==> config.mk <==
export PLATFORM = sky130hd
export DESIGN_NAME = nx_fifo_wr_sched
export DESIGN_NICKNAME = d
export VERILOG_FILES = /design/src/rtl/nx_fifo_sched_pkg.sv /design/src/rtl/nx_rr_arb.sv /design/src/rtl/nx_fifo_wr_sched.sv
export SDC_FILE = /design/constraint.sdc
export NUM_CORES = 1
export LEC_CHECK = 0
export BUFFER_PORTS_ARGS = -buffer_cell sky130_fd_sc_hd__buf_4
export CAP_MARGIN = 0
export CORE_MARGIN = 2
export CORE_UTILIZATION = 60
export DETAILED_ROUTE_END_ITERATION = 10
export PLACE_DENSITY = 0.81
export SKIP_LAST_GASP = 1
export SYNTH_ARGS = -nofsm -noshare
export SYNTH_HDL_FRONTEND = slang
export SYNTH_SLANG_ARGS = --single-unit
==> constraint.sdc <==
create_clock -name clk -period 7.13 [get_ports clk]
set_input_delay 0.713 -clock clk [delete_from_list [all_inputs] [get_ports clk]]
set_output_delay 0.713 -clock clk [all_outputs]
set_load 0.05 [all_outputs]
==> src/rtl/nx_fifo_sched_pkg.sv <==
// Shared types and width helpers for the FIFO write scheduler.
//   sched_state_t : scheduler FSM states (RUN, DRAIN, DONE)
//   id_width      : bits needed to hold a requester index (min 1)
//   cnt_width     : bits needed to hold a count 0..depth
//   ptr_width     : bits needed to hold a pointer 0..depth-1 (min 1)
package nx_fifo_sched_pkg;

    typedef enum logic [1:0] {
        RUN   = 2'd0,
        DRAIN = 2'd1,
        DONE  = 2'd2
    } sched_state_t;

    function automatic int id_width(input int n);
        return (n > 1) ? $clog2(n) : 1;
    endfunction

    function automatic int cnt_width(input int depth);
        return $clog2(depth + 1);
    endfunction

    function automatic int ptr_width(input int depth);
        return (depth > 1) ? $clog2(depth) : 1;
    endfunction

endpackage

==> src/rtl/nx_rr_arb.sv <==
// Combinational round-robin arbiter.
//   elig   : per-requester eligibility
//   rr_ptr : index that has highest priority this cycle
//   gnt    : one-hot grant (zero when nothing is eligible)
//   gnt_id : binary index of the grant (zero when nothing is eligible)
//   any    : a grant was issued
// The priority pointer itself is owned by the parent.
module nx_rr_arb
    import nx_fifo_sched_pkg::*;
#(
    parameter int  NUM_REQ = 4,
    localparam int IW      = id_width(NUM_REQ)
) (
    input  logic [NUM_REQ-1:0] elig,
    input  logic [IW-1:0]      rr_ptr,
    output logic [NUM_REQ-1:0] gnt,
    output logic [IW-1:0]      gnt_id,
    output logic               any
);

    int          pos;
    logic [IW-1:0] idx;

    // Scan rr_ptr, rr_ptr+1, ... wrapping at NUM_REQ; first eligible wins.
    always_comb begin
        gnt    = '0;
        gnt_id = '0;
        any    = 1'b0;
        pos    = 0;
        idx    = '0;
        for (int k = 0; k < NUM_REQ; k++) begin
            pos = int'(rr_ptr) + k;
            if (pos >= NUM_REQ) begin
                pos = pos - NUM_REQ;
            end
            idx = IW'(pos);
            if (!any && elig[idx]) begin
                any      = 1'b1;
                gnt[idx] = 1'b1;
                gnt_id   = idx;
            end
        end
    end

endmodule

==> src/rtl/nx_fifo_wr_sched.sv <==
// Round-robin write scheduler sharing one FIFO among NUM_REQ producers.
// Grants at most one push per cycle, limits each producer to QUOTA stored
// entries, remembers the owner of every stored entry and runs a flush
// (stop granting, wait for drain, pulse done).
//   req/gnt/gnt_id/fifo_wen  : producer side, zero-latency grant
//   fifo_free_slots/empty    : status from the FIFO controller
//   fifo_ren/head_id         : consumer pop and owner of the head entry
//   occ/quota_stall          : per-requester occupancy and quota stall
//   flush/busy/flush_done    : flush handshake
//   clear                    : synchronous clear, same cycle as FIFO clear
//   pop_err                  : registered pulse for a pop on an empty FIFO
module nx_fifo_wr_sched
    import nx_fifo_sched_pkg::*;
#(
    parameter int  NUM_REQ = 4,
    parameter int  DEPTH   = 16,
    parameter int  QUOTA   = 8,
    localparam int IW      = id_width(NUM_REQ),
    localparam int CW      = cnt_width(DEPTH)
) (
    input  logic                  clk,
    input  logic                  rst,
    input  logic [NUM_REQ-1:0]    req,
    input  logic                  flush,
    input  logic                  clear,
    input  logic [CW-1:0]         fifo_free_slots,
    input  logic                  fifo_empty,
    input  logic                  fifo_ren,
    output logic [NUM_REQ-1:0]    gnt,
    output logic                  fifo_wen,
    output logic [IW-1:0]         gnt_id,
    output logic [IW-1:0]         head_id,
    output logic [NUM_REQ*CW-1:0] occ,
    output logic [NUM_REQ-1:0]    quota_stall,
    output logic                  busy,
    output logic                  flush_done,
    output logic                  pop_err
);

    localparam int            PW       = ptr_width(DEPTH);
    localparam logic [CW-1:0] QUOTA_C  = CW'(QUOTA);
    localparam logic [PW-1:0] LAST_PTR = PW'(DEPTH - 1);
    localparam logic [IW-1:0] LAST_ID  = IW'(NUM_REQ - 1);

    sched_state_t       state_reg, state_next;
    logic [IW-1:0]      rr_ptr_reg, rr_ptr_next;
    logic [PW-1:0]      wr_ptr_reg, rd_ptr_reg;
    logic [CW-1:0]      occ_reg  [NUM_REQ];
    logic [CW-1:0]      occ_next [NUM_REQ];
    logic [IW-1:0]      id_mem   [DEPTH];
    logic               pop_err_reg;

    logic [NUM_REQ-1:0] elig, inc, dec, occ_zero;
    logic               any_gnt, push, pop, drained;
    logic [IW-1:0]      pop_id;

    nx_rr_arb #(.NUM_REQ(NUM_REQ)) u_arb (
        .elig   (elig),
        .rr_ptr (rr_ptr_reg),
        .gnt    (gnt),
        .gnt_id (gnt_id),
        .any    (any_gnt)
    );

    // A grant coinciding with clear is dropped here and in the FIFO ctrl.
    assign push     = any_gnt && !clear;
    assign pop      = fifo_ren && !fifo_empty && !clear;
    assign pop_id   = id_mem[rd_ptr_reg];
    assign head_id  = pop_id;
    assign fifo_wen = any_gnt;
    assign drained  = fifo_empty && (&occ_zero);

    genvar gi;
    generate
        for (gi = 0; gi < NUM_REQ; gi++) begin : g_req
            // free_slots is registered and at most one push happens per
            // cycle, so a non-zero value always covers this cycle's push.
            assign elig[gi] = req[gi] && (occ_reg[gi] < QUOTA_C) &&
                              (fifo_free_slots != '0) && (state_reg == RUN);
            assign quota_stall[gi] = req[gi] && (occ_reg[gi] >= QUOTA_C);
            assign inc[gi]      = push && (gnt_id == IW'(gi));
            assign dec[gi]      = pop && (pop_id == IW'(gi));
            assign occ_zero[gi] = (occ_reg[gi] == '0);
            assign occ[gi*CW +: CW] = occ_reg[gi];
            // Push and pop of the same owner cancel out.
            assign occ_next[gi] = clear ? '0 :
                                  (inc[gi] && !dec[gi]) ? occ_reg[gi] + 1'b1 :
                                  (dec[gi] && !inc[gi]) ? occ_reg[gi] - 1'b1 :
                                  occ_reg[gi];
`ifndef SYNTHESIS
            a_no_underflow: assert property (@(posedge clk) disable iff (rst || clear)
                !(dec[gi] && !inc[gi] && occ_reg[gi] == '0));
            a_no_overflow: assert property (@(posedge clk) disable iff (rst || clear)
                !(inc[gi] && occ_reg[gi] >= QUOTA_C));
`endif
        end
    endgenerate

    always_comb begin
        rr_ptr_next = rr_ptr_reg;
        if (clear) begin
            rr_ptr_next = '0;
        end else if (push) begin
            rr_ptr_next = (gnt_id == LAST_ID) ? '0 : gnt_id + 1'b1;
        end
    end

    always_comb begin
        state_next = state_reg;
        unique case (state_reg)
            RUN:     if (flush)   state_next = DRAIN;
            DRAIN:   if (drained) state_next = DONE;
            DONE:                 state_next = RUN;
            default:              state_next = RUN;
        endcase
        if (clear) begin
            state_next = RUN;
        end
    end

    always_ff @(posedge clk or posedge rst) begin
        if (rst) begin
            state_reg   <= RUN;
            rr_ptr_reg  <= '0;
            wr_ptr_reg  <= '0;
            rd_ptr_reg  <= '0;
            occ_reg     <= '{default: '0};
            pop_err_reg <= 1'b0;
        end else begin
            state_reg   <= state_next;
            rr_ptr_reg  <= rr_ptr_next;
            occ_reg     <= occ_next;
            pop_err_reg <= fifo_ren && fifo_empty;
            if (clear) begin
                wr_ptr_reg <= '0;
                rd_ptr_reg <= '0;
            end else begin
                if (push) begin
                    wr_ptr_reg <= (wr_ptr_reg == LAST_PTR) ? '0 : wr_ptr_reg + 1'b1;
                end
                if (pop) begin
                    rd_ptr_reg <= (rd_ptr_reg == LAST_PTR) ? '0 : rd_ptr_reg + 1'b1;
                end
            end
        end
    end

    // Owner-ID array: one entry per FIFO slot, written on push.
    always_ff @(posedge clk or posedge rst) begin
        if (rst) begin
            id_mem <= '{default: '0};
        end else if (push) begin
            id_mem[wr_ptr_reg] <= gnt_id;
        end
    end

    assign busy       = (state_reg != RUN);
    assign flush_done = (state_reg == DONE) && !clear;
    assign pop_err    = pop_err_reg;

endmodule
==> impl_results.md, run 1 <==
* Worst Setup Start Kind: flop
* Clock Tree Root: clkbuf_8
* Cells after synthesis at 490
* Total Wirelength at 11.93 mm
* Synth Area in Adders at 0.09417
* Largest family of logic cells by synthesized area: compound AO/OA/AOI/OAI gates
* GR met2 Demand/Resource at 0.4763
* Top cells by area, synth: dfrtp_1, ha_1, mux4_2, a21oi_1, nand3_1
* Setup TNS at 0 ns
* Total power at 2.361 mW
* Post-Synth XOR/XNOR Area at 0.02447
* Die ar. at 8563 µm²
* M3 GR Usage at 0.05370
* Post-synthesis sequential area ratio at 0.3458
* Largest net degree at the start of global routing at 66
* Clock power share at 0.122
* Die Height at 92.54 µm
* Worst Hold Class: flop to flop
* Fin worst setup slack at 2.167 ns
* Crit end category: flop
* Initial antenna violation count at 0
* Top-area cell type share of the netlist area at 0.3458
* Final Core Density at 0.6898
* Slew HR at 0.3111
* Syn avg cell area at 9.598 µm²
* FF+latch count, synth at 65
* GRT met1 Usage at 0.3958
* Area occupied by multi-input gates at 2879 µm²
* Synthesis Warnings at 0
* Antenna diode count at 0
* Fill count at 585
* Leading area contributor after synthesis: dfrtp_1
* Sink Count at 65
* Pwr Density at 447.6 nW/µm²
* Crit path arrival time at 5.19 ns
* Post-CTS sizing at 0
* Crit Path Class: flop to flop
* Psw at 1.252 mW
* Crit-path max cell delay at 0.64 ns
* Largest delay share family, worst path: adder cells
* CTS tree: done
* Wire length per cell at 18.73 µm
* Mux contribution to synthesized area at 0.09205
* P_int at 1.109 mW
* Hold buffers post-CTS at 0
* Mapped Area at 4703 µm²
* Logic pwr share at 0.638
* Number of synthesized flops with an enable pin at 0
* CP max FO at 19
* Worst-Margin Slew at 1.020 ns
* DRC viols at 0
* Initial DRC Count at 310
* Sw frac at 0.5302
* Hpwl dp at 8.577 mm
* Worst path cell trace: inv_1, ha_1, mux4_2, nor2_4, nor2_1, and3_1, nor2_1, ha_1, o311ai_0, fa_1, a21o_1, a21oi_1, mux2i_1, mux2_1
* Clock Pin Slew Worst Setup and Hold Paths at 0.07 ns
* Leakage at 2.323 nW
* Vias in the first global route at 3915
* Routed Antenna Nets at 0
* Synth Area in Simple Gates at 0.1966
* H-Tree Level Count at 3
* Register area at 1627 µm²
* Total grt overflow at 0
* Fin. Hold Viols at 0
* Total CTS buffers at 9
* Final min period at 4.963 ns
* Period utilisation layout at 0.6960
* Layout cell share with drive strength beyond 1 at 0.2000
* Slowest CP cell: dfrtp_1
* Seq pwr share at 0.240
* Synth cell types at 69
* VDD IR max at 220.4 µV
* GRT Resource Usage Total at 0.2920
* Syn_nets at 538
* Setup slack at placement at 2.181 ns
* Async set or reset register ratio after synthesis at 1.000
* Buf+Inv Stages, Crit Path at 1
* CORE AREA at 7647 µm²
* Fmax at 201.5 MHz
* Top FF cell, synth: dfrtp_1
* Most Used Layer, Global Route: met2
* Clock Latency Late Sink at 0.34 ns
* Final clock skew at 0.007921 ns
* Slew Viols, Final at 0
* RD Place Congestion at 0.9569
* Status: complete, no violations
* Unrepaired setup endpoints after global routing: false
* Hold WS at 0.5059 ns
* FP Rows at 32
* Nets at 578
* Top Ports at 51
* Area delta synth->final at 12.16%
* Final Setup Violations at 0
* Clock Path Buffers at 2
* First-pass GRT wire length at 19.76 mm
* IO Port Bufs at 50
* Via Count at 4151
* Total setup buffers inserted after CTS at 0
* Max FFs per register at 32
* Compound-Gate Fraction of Synth Area at 0.2048
* Die W at 92.54 µm
* WP data required at 7.36 ns
* DR pass1 iterations at 6
* Max Cap Viol at 0
* Via/cell ratio at 6.516
* Initial core utilization at 0.6150
power by group through the flow:
stage | combinational (mW) | clock, mW | sequential (mW)
after floorplan | 1.02 | 0 | 0.668
final | 1.51 | 0.288 | 0.568
after CTS | 1.49 | 0.296 | 0.564
after global routing | 1.63 | 0.313 | 0.581
after global placement | 1.44 | 0 | 0.568
after detailed placement | 1.49 | 0 | 0.571
routing by layer:
layer  vias up  routed length [µm]
met3        22                 813
met4         0                 217
met1      2010                5040
met5         -                   0
li1       1931                   -
met2       188                5861
layout make-up:
type,instances,area share
Multi-Input combinational cell,383,0.5458
Clock buffer,10,0.02609
Clock inverter,6,0.008065
Sequential cell,65,0.3083
Inverter,19,0.01352
Tap cell,102,0.02419
Timing Repair Buffer,52,0.07400
kinds of logic (layout without fill, tap and decap cells):
family,after synthesis,count (layout)
AOI/OAI and AO/OA,137,137
DFF,65,65
muxes,30,30
xor gates and xnor gates,11,11
adders and majority gates,33,33
and+or+nand+nor,172,172
buffers and inverters,42,87
Yosys cell counts (5+ instances only):
library cell	number
mux2_1	5
inv_1	15
nor2_1	23
ha_1	29
o31ai_1	12
o21ai_0	25
and3_1	6
nor2b_1	8
mux2i_1	7
mux2_2	8
dfrtp_1	65
nor3_1	20
nand4_1	5
xor2_1	9
nor4_1	12
o21a_1	5
o21ai_1	7
clkbuf_1	11
nor3b_1	8
a22oi_1	5
a21oi_1	32
a21o_1	8
o22ai_1	9
nand2_1	36
nand3_1	31
mux4_2	9
buf_2	5
through the flow:
stage | std cells | cell area [µm²]
after detailed placement | 621 | 5095
after global routing | 637 | 5275
after floorplan | 490 | 4703
after global placement | 621 | 5095
final | 637 | 5275
after CTS | 637 | 5275
worst register-to-register path, cell delays in order (launching register included):
cell	delay [ns]
dfrtp_1	0.64
inv_1	0.19
ha_1	0.44
mux4_2	0.58
nor2_4	0.18
nor2_1	0.05
and3_1	0.47
nor2_1	0.31
ha_1	0.21
o311ai_0	0.34
fa_1	0.54
a21o_1	0.20
a21oi_1	0.17
mux2i_1	0.21
mux2_1	0.33
placed cells by master (no fill, tap or decap), drive strengths merged, types with 14 or more instances in the layout:
cell and n:
nor3 20, nand3 32, nand2 37, a21oi 33, dfrtp 65, nor2 24
o31ai 14, ha 29, buf 52, inv 19, o21ai 32
worst paths after layout:
path / from / to / slack [ns] / cells past startpoint
worst max-delay path: rr_ptr_reg[0]$_DFFE_PP0P_ / occ[9]$_DFFE_PP0P_ / 2.17 / 14
worst min-delay path: id_mem[11]$_DFFE_PP0P_ / id_mem[11]$_DFFE_PP0P_ / 0.51 / 2
worst max register to register: rr_ptr_reg[0]$_DFFE_PP0P_ / occ[9]$_DFFE_PP0P_ / 2.17 / 14
worst min register to register: id_mem[11]$_DFFE_PP0P_ / id_mem[11]$_DFFE_PP0P_ / 0.51 / 2
max in group asynchronous: rst / id_mem[13]$_DFFE_PP0P_ / 5.95 / 3
min in group asynchronous: rst / id_mem[23]$_DFFE_PP0P_ / 0.61 / 3
Power figures use the tool's default switching activity.
==> run 2, diff against run 1 <==
==> constraint.sdc (replaced) <==
create_clock -name clk -period 4.9 [get_ports clk]
set_input_delay 0.49 -clock clk [delete_from_list [all_inputs] [get_ports clk]]
set_output_delay 0.49 -clock clk [all_outputs]
set_load 0.05 [all_outputs]
==> run 2 against run 1 <==
Core utilization is 1.0 points higher. First-iteration DRC count decreased by 8.7%. Sequential power increased by 42%. Largest cell class unchanged. Highest routed layer unchanged. Register-to-register slack worse by 1.8 ns.
==> impl_results.md, run 2 (same netlist as run 1, synthesis figures left out) <==
* Status: complete, no violations
* RD Place Congestion at 0.9559 (-0.10%)
* DRC viols at 0 (unchanged)
* IO Port Bufs at 50 (unchanged)
* Routed Antenna Nets at 0 (unchanged)
* CP max FO at 8 (-11)
* Fmax at 222.5 MHz (+10%)
* Worst-Margin Slew at 1.107 ns (+0.08641 ns)
* Reg-to-reg slack, setup at 0.41 ns (-1.76 ns)
* Final min period at 4.495 ns (-0.4681 ns)
* Via/cell ratio at 6.498 (-0.28%)
* Setup TNS at 0 ns (unchanged)
* Area delta synth->final at 13.83%
* Total grt overflow at 0 (unchanged)
* Hpwl dp at 8.541 mm (-0.42%)
* H-Tree Level Count at 3 (unchanged)
* Largest net degree at the start of global routing at 66 (unchanged)
* Max Cap Viol at 0 (unchanged)
* Slew Viols, Final at 0 (unchanged)
* FP Rows at 32 (unchanged)
* Layout cell share with drive strength beyond 1 at 0.2093 (+0.009259)
* Period utilisation layout at 0.9173 (+0.2212)
* VDD IR max at 338.7 µV (+54%)
* Final Setup Violations at 0 (unchanged)
* Initial antenna violation count at 0 (unchanged)
* Pwr Density at 667.2 nW/µm² (+49%)
* First-pass GRT wire length at 19.48 mm (-1.4%)
* Crit end category: flop
* GRT Resource Usage Total at 0.2878 (-0.004241)
* Placed insts at 626 (+0.81%)
* Fin. Hold Viols at 0 (unchanged)
* WP data required at 5.13 ns (-2.23 ns)
* Crit path arrival time at 4.73 ns (-0.46 ns)
* Crit Path Class: flop to flop
* Worst Setup Start Kind: flop
* Die ar. at 8563 µm² (unchanged)
* Clock Pin Slew Worst Setup and Hold Paths at 0.08 ns (about the same)
* Max FFs per register at 32 (unchanged)
* Total power at 3.572 mW (+51%)
* CTS tree: done
* Total setup buffers inserted after CTS at 0 (unchanged)
* Final clock skew at 0.01229 ns (+0.004368 ns)
* Nets at 583 (+0.87%)
* CORE AREA at 7647 µm² (unchanged)
* Worst Hold Class: primary input to flop
* Most frequent cells in the layout: dfrtp_1, buf_4, nand2_1
* Initial DRC Count at 283 (-8.7%)
* DR pass1 iterations at 4 (-2)
* Hold buffers post-CTS at 0 (unchanged)
* Die W at 92.54 µm (unchanged)
* Non-Filler Instances at 642 (+0.78%)
* Total Wirelength at 11.89 mm (-0.33%)
* Via Count at 4172 (+0.51%)
* Final Core Density at 0.7001 (+0.01031)
* Leakage at 2.369 nW (+2.0%)
* Total CTS buffers at 9 (unchanged)
* Die Height at 92.54 µm (unchanged)
* Initial core utilization at 0.6150 (unchanged)
* Vias in the first global route at 3887 (-0.72%)
* Clock Latency Late Sink at 0.35 ns (about the same)
* Antenna diode count at 0 (unchanged)
* Unrepaired setup endpoints after global routing: false
* Wire length per cell at 18.53 µm (-1.1%)
* Commonest non-fill, non-tap cell in the layout: dfrtp_1
* Clock Path Buffers at 2 (unchanged)
* Sink Count at 65 (unchanged)
* Clock Tree Root: clkbuf_8
* Top Ports at 51 (unchanged)
* Post-CTS sizing at 0 (unchanged)
* Slew HR at 0.2527 (-0.05834)
-- run 2: changes by cell type in the layout (fill, tap and decap cells not counted) --
cell | previous run | this run
buf_4 | 52 | 57
bufinv_16 | 0 | 2
clkbuf_8 | 10 | 9
clkinv_4 | 1 | 2
clkinvlp_4 | 2 | 1
inv_6 | 1 | 0
nor2_1 | 23 | 22
nor2_2 | 0 | 1
-- run 2: path summary, 6_finish.rpt --
kind,end,cells past startpoint,from
min in group asynchronous,id_mem[23]$_DFFE_PP0P_,3,rst
max in group asynchronous,occ[4]$_DFFE_PP0P_,3,rst
max reg2reg,occ[9]$_DFFE_PP0P_,14,rr_ptr_reg[1]$_DFFE_PP0P_
max,occ[9]$_DFFE_PP0P_,14,rr_ptr_reg[1]$_DFFE_PP0P_
min reg2reg,id_mem[3]$_DFFE_PP0P_,1,id_mem[3]$_DFFE_PP0P_
min,pop_err$_DFF_PP0_,2,fifo_ren
-- run 2: routing by layer --
metal / vias up / track usage / share of wire
li1: 1932 / - / -
met1: 2018 / 0.3875 / 0.43
met2: 188 / 0.4605 / 0.48
met3: 34 / 0.04638 / 0.065
met4: 0 / 0.1281 / 0.031
met5: - / 0 / 0
-- run 2: per-stage QoR --
stage | worst slack [ns] | instance area, µm² | hold WS [ns]
after floorplan | 0.06461 | 4706 | 0.4671
after global placement | 0.6803 | 5135 | 0.4849
after detailed placement | 0.4629 | 5135 | 0.4975
after CTS | 0.4306 | 5354 | 0.3574
after global routing | 0.1522 | 5354 | 0.3664
final | 0.4053 | 5354 | 0.3651
-- run 2: critical path, stage by stage (launching register included) --
cell      delay [ns]
dfrtp_1         0.50
inv_1           0.16
ha_1            0.44
mux4_2          0.58
nor2_4          0.19
nor2_1          0.07
and3_1          0.22
nor2_2          0.16
ha_1            0.18
o311ai_0        0.36
fa_1            0.56
a21o_1          0.20
a21oi_1         0.17
mux2i_1         0.24
mux2_1          0.34
-- run 2: where the power goes --
| part | internal [mW] | total (mW) | switching, mW |
|---|---|---|---|
| logic | 0.797 | 2.26 | 1.46 |
| registers | 0.648 | 0.804 | 0.155 |
| clock network | 0.286 | 0.513 | 0.227 |
| total | 1.73 | 3.57 | 1.84 |
-- run 2: layout make-up --
| type | instances | area [µm²] |
|---|---|---|
| multi-input cells | 383 | 2882 |
| clock inverters | 7 | 95.09 |
| repair buffers | 57 | 427.9 |
| clock buffers | 9 | 123.9 |
| fillers | 575 | 2293 |
| inverters | 19 | 71.32 |
| well taps | 102 | 127.6 |
| flip-flops and latches | 65 | 1627 |
==> run 3, diff against run 2 <==
--- a/config.mk
+++ b/config.mk
@@ -8,10 +8,12 @@
 export BUFFER_PORTS_ARGS = -buffer_cell sky130_fd_sc_hd__buf_4
 export CAP_MARGIN = 0
 export CORE_MARGIN = 2
-export CORE_UTILIZATION = 60
+export CORE_UTILIZATION = 59
 export DETAILED_ROUTE_END_ITERATION = 10
-export PLACE_DENSITY = 0.81
+export PLACE_DENSITY = 0.8
+export REMOVE_ABC_BUFFERS = 1
 export SKIP_LAST_GASP = 1
 export SYNTH_ARGS = -nofsm -noshare
 export SYNTH_HDL_FRONTEND = slang
+export SYNTH_HIERARCHICAL = 1
 export SYNTH_SLANG_ARGS = --single-unit
==> run 3 against run 2 <==
Register-to-register slack worse by 0.05 ns. Flip-flop and latch count stayed put. Clock skew is 0.0041 ns lower. Setup slack worse by 0.046 ns. Synthesized cell count is 12% lower. Clock power is 2% lower. Design area is 3.5% lower. Largest power group unchanged.
==> impl_results.md, run 3 <==
* Most frequent cells in the layout: dfrtp_1, buf_4, nor2_1
* Synth cell types at 53 (-23%)
* Initial core utilization at 0.6136 (-0.001434)
* Slew HR at 0.4348 (+0.1820)
* Sw frac at 0.4914 (-0.02391)
* Layout cell share with drive strength beyond 1 at 0.2639 (+0.05466)
* Clock Tree Root: clkbuf_8
* Async set or reset register ratio after synthesis at 1.000 (unchanged)
* Fmax at 220.2 MHz (-1.0%)
* Post-synthesis sequential area ratio at 0.3616 (+0.01578)
* Wire length per cell at 15.97 µm (-14%)
* Via/cell ratio at 5.798 (-11%)
* Count leader, synth: dfrtp_1
* Hpwl dp at 6.749 mm (-21%)
* Antenna diode count at 0 (unchanged)
* Crit path arrival time at 4.78 ns (+0.05 ns)
* Leading area contributor after synthesis: dfrtp_1
* Die W at 91.32 µm (-1.3%)
* Synthesis Warnings at 6 (+6)
* Total CTS buffers at 9 (unchanged)
* Logic pwr share at 0.658 (+0.026)
* H-Tree Level Count at 3 (unchanged)
* Final clock skew at 0.008204 ns (-0.004085 ns)
* Clock Path Buffers at 2 (unchanged)
* Syn avg cell area at 10.44 µm² (+8.7%)
* Fin. Hold Viols at 0 (unchanged)
* Pwr Density at 731.9 nW/µm² (+9.7%)
* Top Ports at 51 (unchanged)
* VDD IR max at 397.7 µV (+17%)
* Hold buffers post-CTS at 0 (unchanged)
* GRT Resource Usage Total at 0.2325 (-0.05529)
* DR pass1 iterations at 6 (+2)
* WP data required at 5.13 ns (about the same)
* Crit Path Class: flop to flop
* Die ar. at 8338 µm² (-2.6%)
* Post-CTS sizing at 0 (unchanged)
* Top FF cell, synth: dfrtp_1
* Setup slack at placement at 0.2408 ns (-0.2221 ns)
* Commonest non-fill, non-tap cell in the layout: dfrtp_1
* Worst Hold Class: primary input to async pin
* FP Rows at 31 (-3.1%)
* Total power at 3.781 mW (+5.8%)
* Fin worst setup slack at 0.3596 ns (-0.04572 ns)
* Worst Setup Start Kind: flop
* CTS tree: done
* Largest family of logic cells by synthesized area: multiplexers
* Total Wirelength at 9.328 mm (-22%)
* P_int at 1.923 mW (+11%)
* FF+latch count, synth at 65 (unchanged)
* Nets at 530 (-9.1%)
* Worst-Margin Slew at 0.8461 ns (-0.2607 ns)
* Compound-Gate Fraction of Synth Area at 0.08150 (-0.1233)
* Largest net degree at the start of global routing at 66 (unchanged)
* Via Count at 3386 (-19%)
* Leakage at 2.430 nW (+2.6%)
* CORE AREA at 7331 µm² (-4.1%)
* IO Port Bufs at 50 (unchanged)
* Crit end category: flop
* RD Place Congestion at 0.8558 (-10%)
* Clock power share at 0.133 (-0.011)
* Total grt overflow at 0 (unchanged)
* CP max FO at 13 (+5)
* Seq pwr share at 0.209 (-0.016)
* Psw at 1.858 mW (+0.93%)
* Clock Pin Slew Worst Setup and Hold Paths at 0.07 ns (about the same)
* Max FFs per register at 32 (unchanged)
* Mapped Area at 4498 µm² (-4.4%)
* Top cells by area, synth: dfrtp_1, mux2_2, ha_1, mux2i_1, nor2_1
* Synth top cells by count: dfrtp_1, nor2_1, mux2_2
* Mux contribution to synthesized area at 0.2036 (+0.1116)
* Die Height at 91.32 µm (-1.3%)
* Routed Antenna Nets at 0 (unchanged)
* Sink Count at 65 (unchanged)
* Synth Area in Adders at 0.1013 (+0.007078)
* Total setup buffers inserted after CTS at 0 (unchanged)
* Status: complete, no violations
* Final Setup Violations at 0 (unchanged)
* Initial DRC Count at 156 (-45%)
* Vias in the first global route at 3292 (-15%)
* Max Cap Viol at 0 (unchanged)
* First-pass GRT wire length at 15.46 mm (-21%)
* Synth Area in Simple Gates at 0.1878 (-0.008834)
* Post-Synth XOR/XNOR Area at 0.03588 (+0.01141)
* Unrepaired setup endpoints after global routing: false
* Cells after synthesis at 431 (-12%)
* DRC viols at 0 (unchanged)
* Top-area cell type share of the netlist area at 0.3616 (+0.01578)
* Slew Viols, Final at 0 (unchanged)
* Final min period at 4.540 ns (+0.04572 ns)
* Area delta synth->final at 14.85%
* Number of synthesized flops with an enable pin at 0 (unchanged)
* Period utilisation layout at 0.9266 (+0.009331)
* Initial antenna violation count at 0 (unchanged)
* Clock Latency Late Sink at 0.35 ns (about the same)
## run 3: cell count changes after synthesis, sizes merged, moves of 11 or more
cell	change
a21oi	-15
nor2b	+16
mux2i	+13
nand2b	+11
nor3	-17
o31ai	-13
mux2	+28
nor2	+29
o21ai	-15
nand3	-18
## run 3: metrics by stage
step / area (µm²) / utilization / TNS (ns) / hold WS, ns / cells
6_report: 5166 / 0.7047 / 0 / 0.3757 / 584
5_1_grt: 5166 / 0.7047 / 0 / 0.3801 / 584
4_1_cts: 5166 / 0.7047 / 0 / 0.3642 / 584
3_5_place_dp: 4950 / 0.6752 / 0 / 0.4808 / 569
3_3_place_gp: 4950 / 0.6752 / 0 / 0.4764 / 569
2_1_floorplan: 4400 / - / -7.295 / 0.4452 / 414
## run 3: final timing paths
path | end | cells after the start | start | slack, ns
max | occ[4]$_DFFE_PP0P_ | 14 | state_reg[0]$_DFFE_PP0P_ | 0.36
min | occ[4]$_DFFE_PP0P_ | 3 | rst | 0.38
max reg2reg | occ[4]$_DFFE_PP0P_ | 14 | state_reg[0]$_DFFE_PP0P_ | 0.36
min reg2reg | id_mem[26]$_DFFE_PP0P_ | 2 | id_mem[26]$_DFFE_PP0P_ | 0.50
max in group asynchronous | wr_ptr_reg[1]$_DFFE_PP0P_ | 3 | rst | 3.98
min in group clk | pop_err$_DFF_PP0_ | 2 | fifo_ren | 0.38
## run 3: routing by layer
layer,part of all wire,GRT usage
met1,0.45,0.3013
met2,0.51,0.3975
met3,0.032,0.04564
met4,0.011,0.06692
met5,0,0
## run 3: cells by family after synthesis
logic type                 Yosys count
AOI/OAI and AO/OA                   56
xor gates and xnor gates            15
adders and majority gates           34
buffers and inverters               25
DFF                                 65
muxes                               72
and+or+nand+nor                    164
## run 3: layout make-up
type                    instances  area (µm²)
flip-flops and latches         65        1627
clock buffers                   9       123.9
fillers                       552        2165
multi-input cells             341        2749
inverters                       8       30.03
repair buffers                 56       420.4
clock inverters                 6       92.59
well taps                      99       123.9
## run 3: critical path, cell delays in order, from the launching register on
cell and delay [ns]:
dfrtp_1 0.41, or2_2 0.29, a21oi_1 0.24, and3_1 0.29
mux4_2 0.45, nor3_1 0.12, nand2b_1 0.11, nor2b_1 0.69
nand3_1 0.40, fa_1 0.51, a21o_1 0.19, a21oi_1 0.17
nor2_1 0.07, mux2i_1 0.15, mux2_2 0.34
## run 3: power groups by stage
stage	combinational, mW	sequential [mW]	clock, mW
floorplan	1.66	0.955	0
global placement	2.40	0.793	0
detailed placement	2.48	0.797	0
CTS	2.49	0.789	0.514
global route	2.70	0.809	0.534
finish	2.49	0.790	0.502
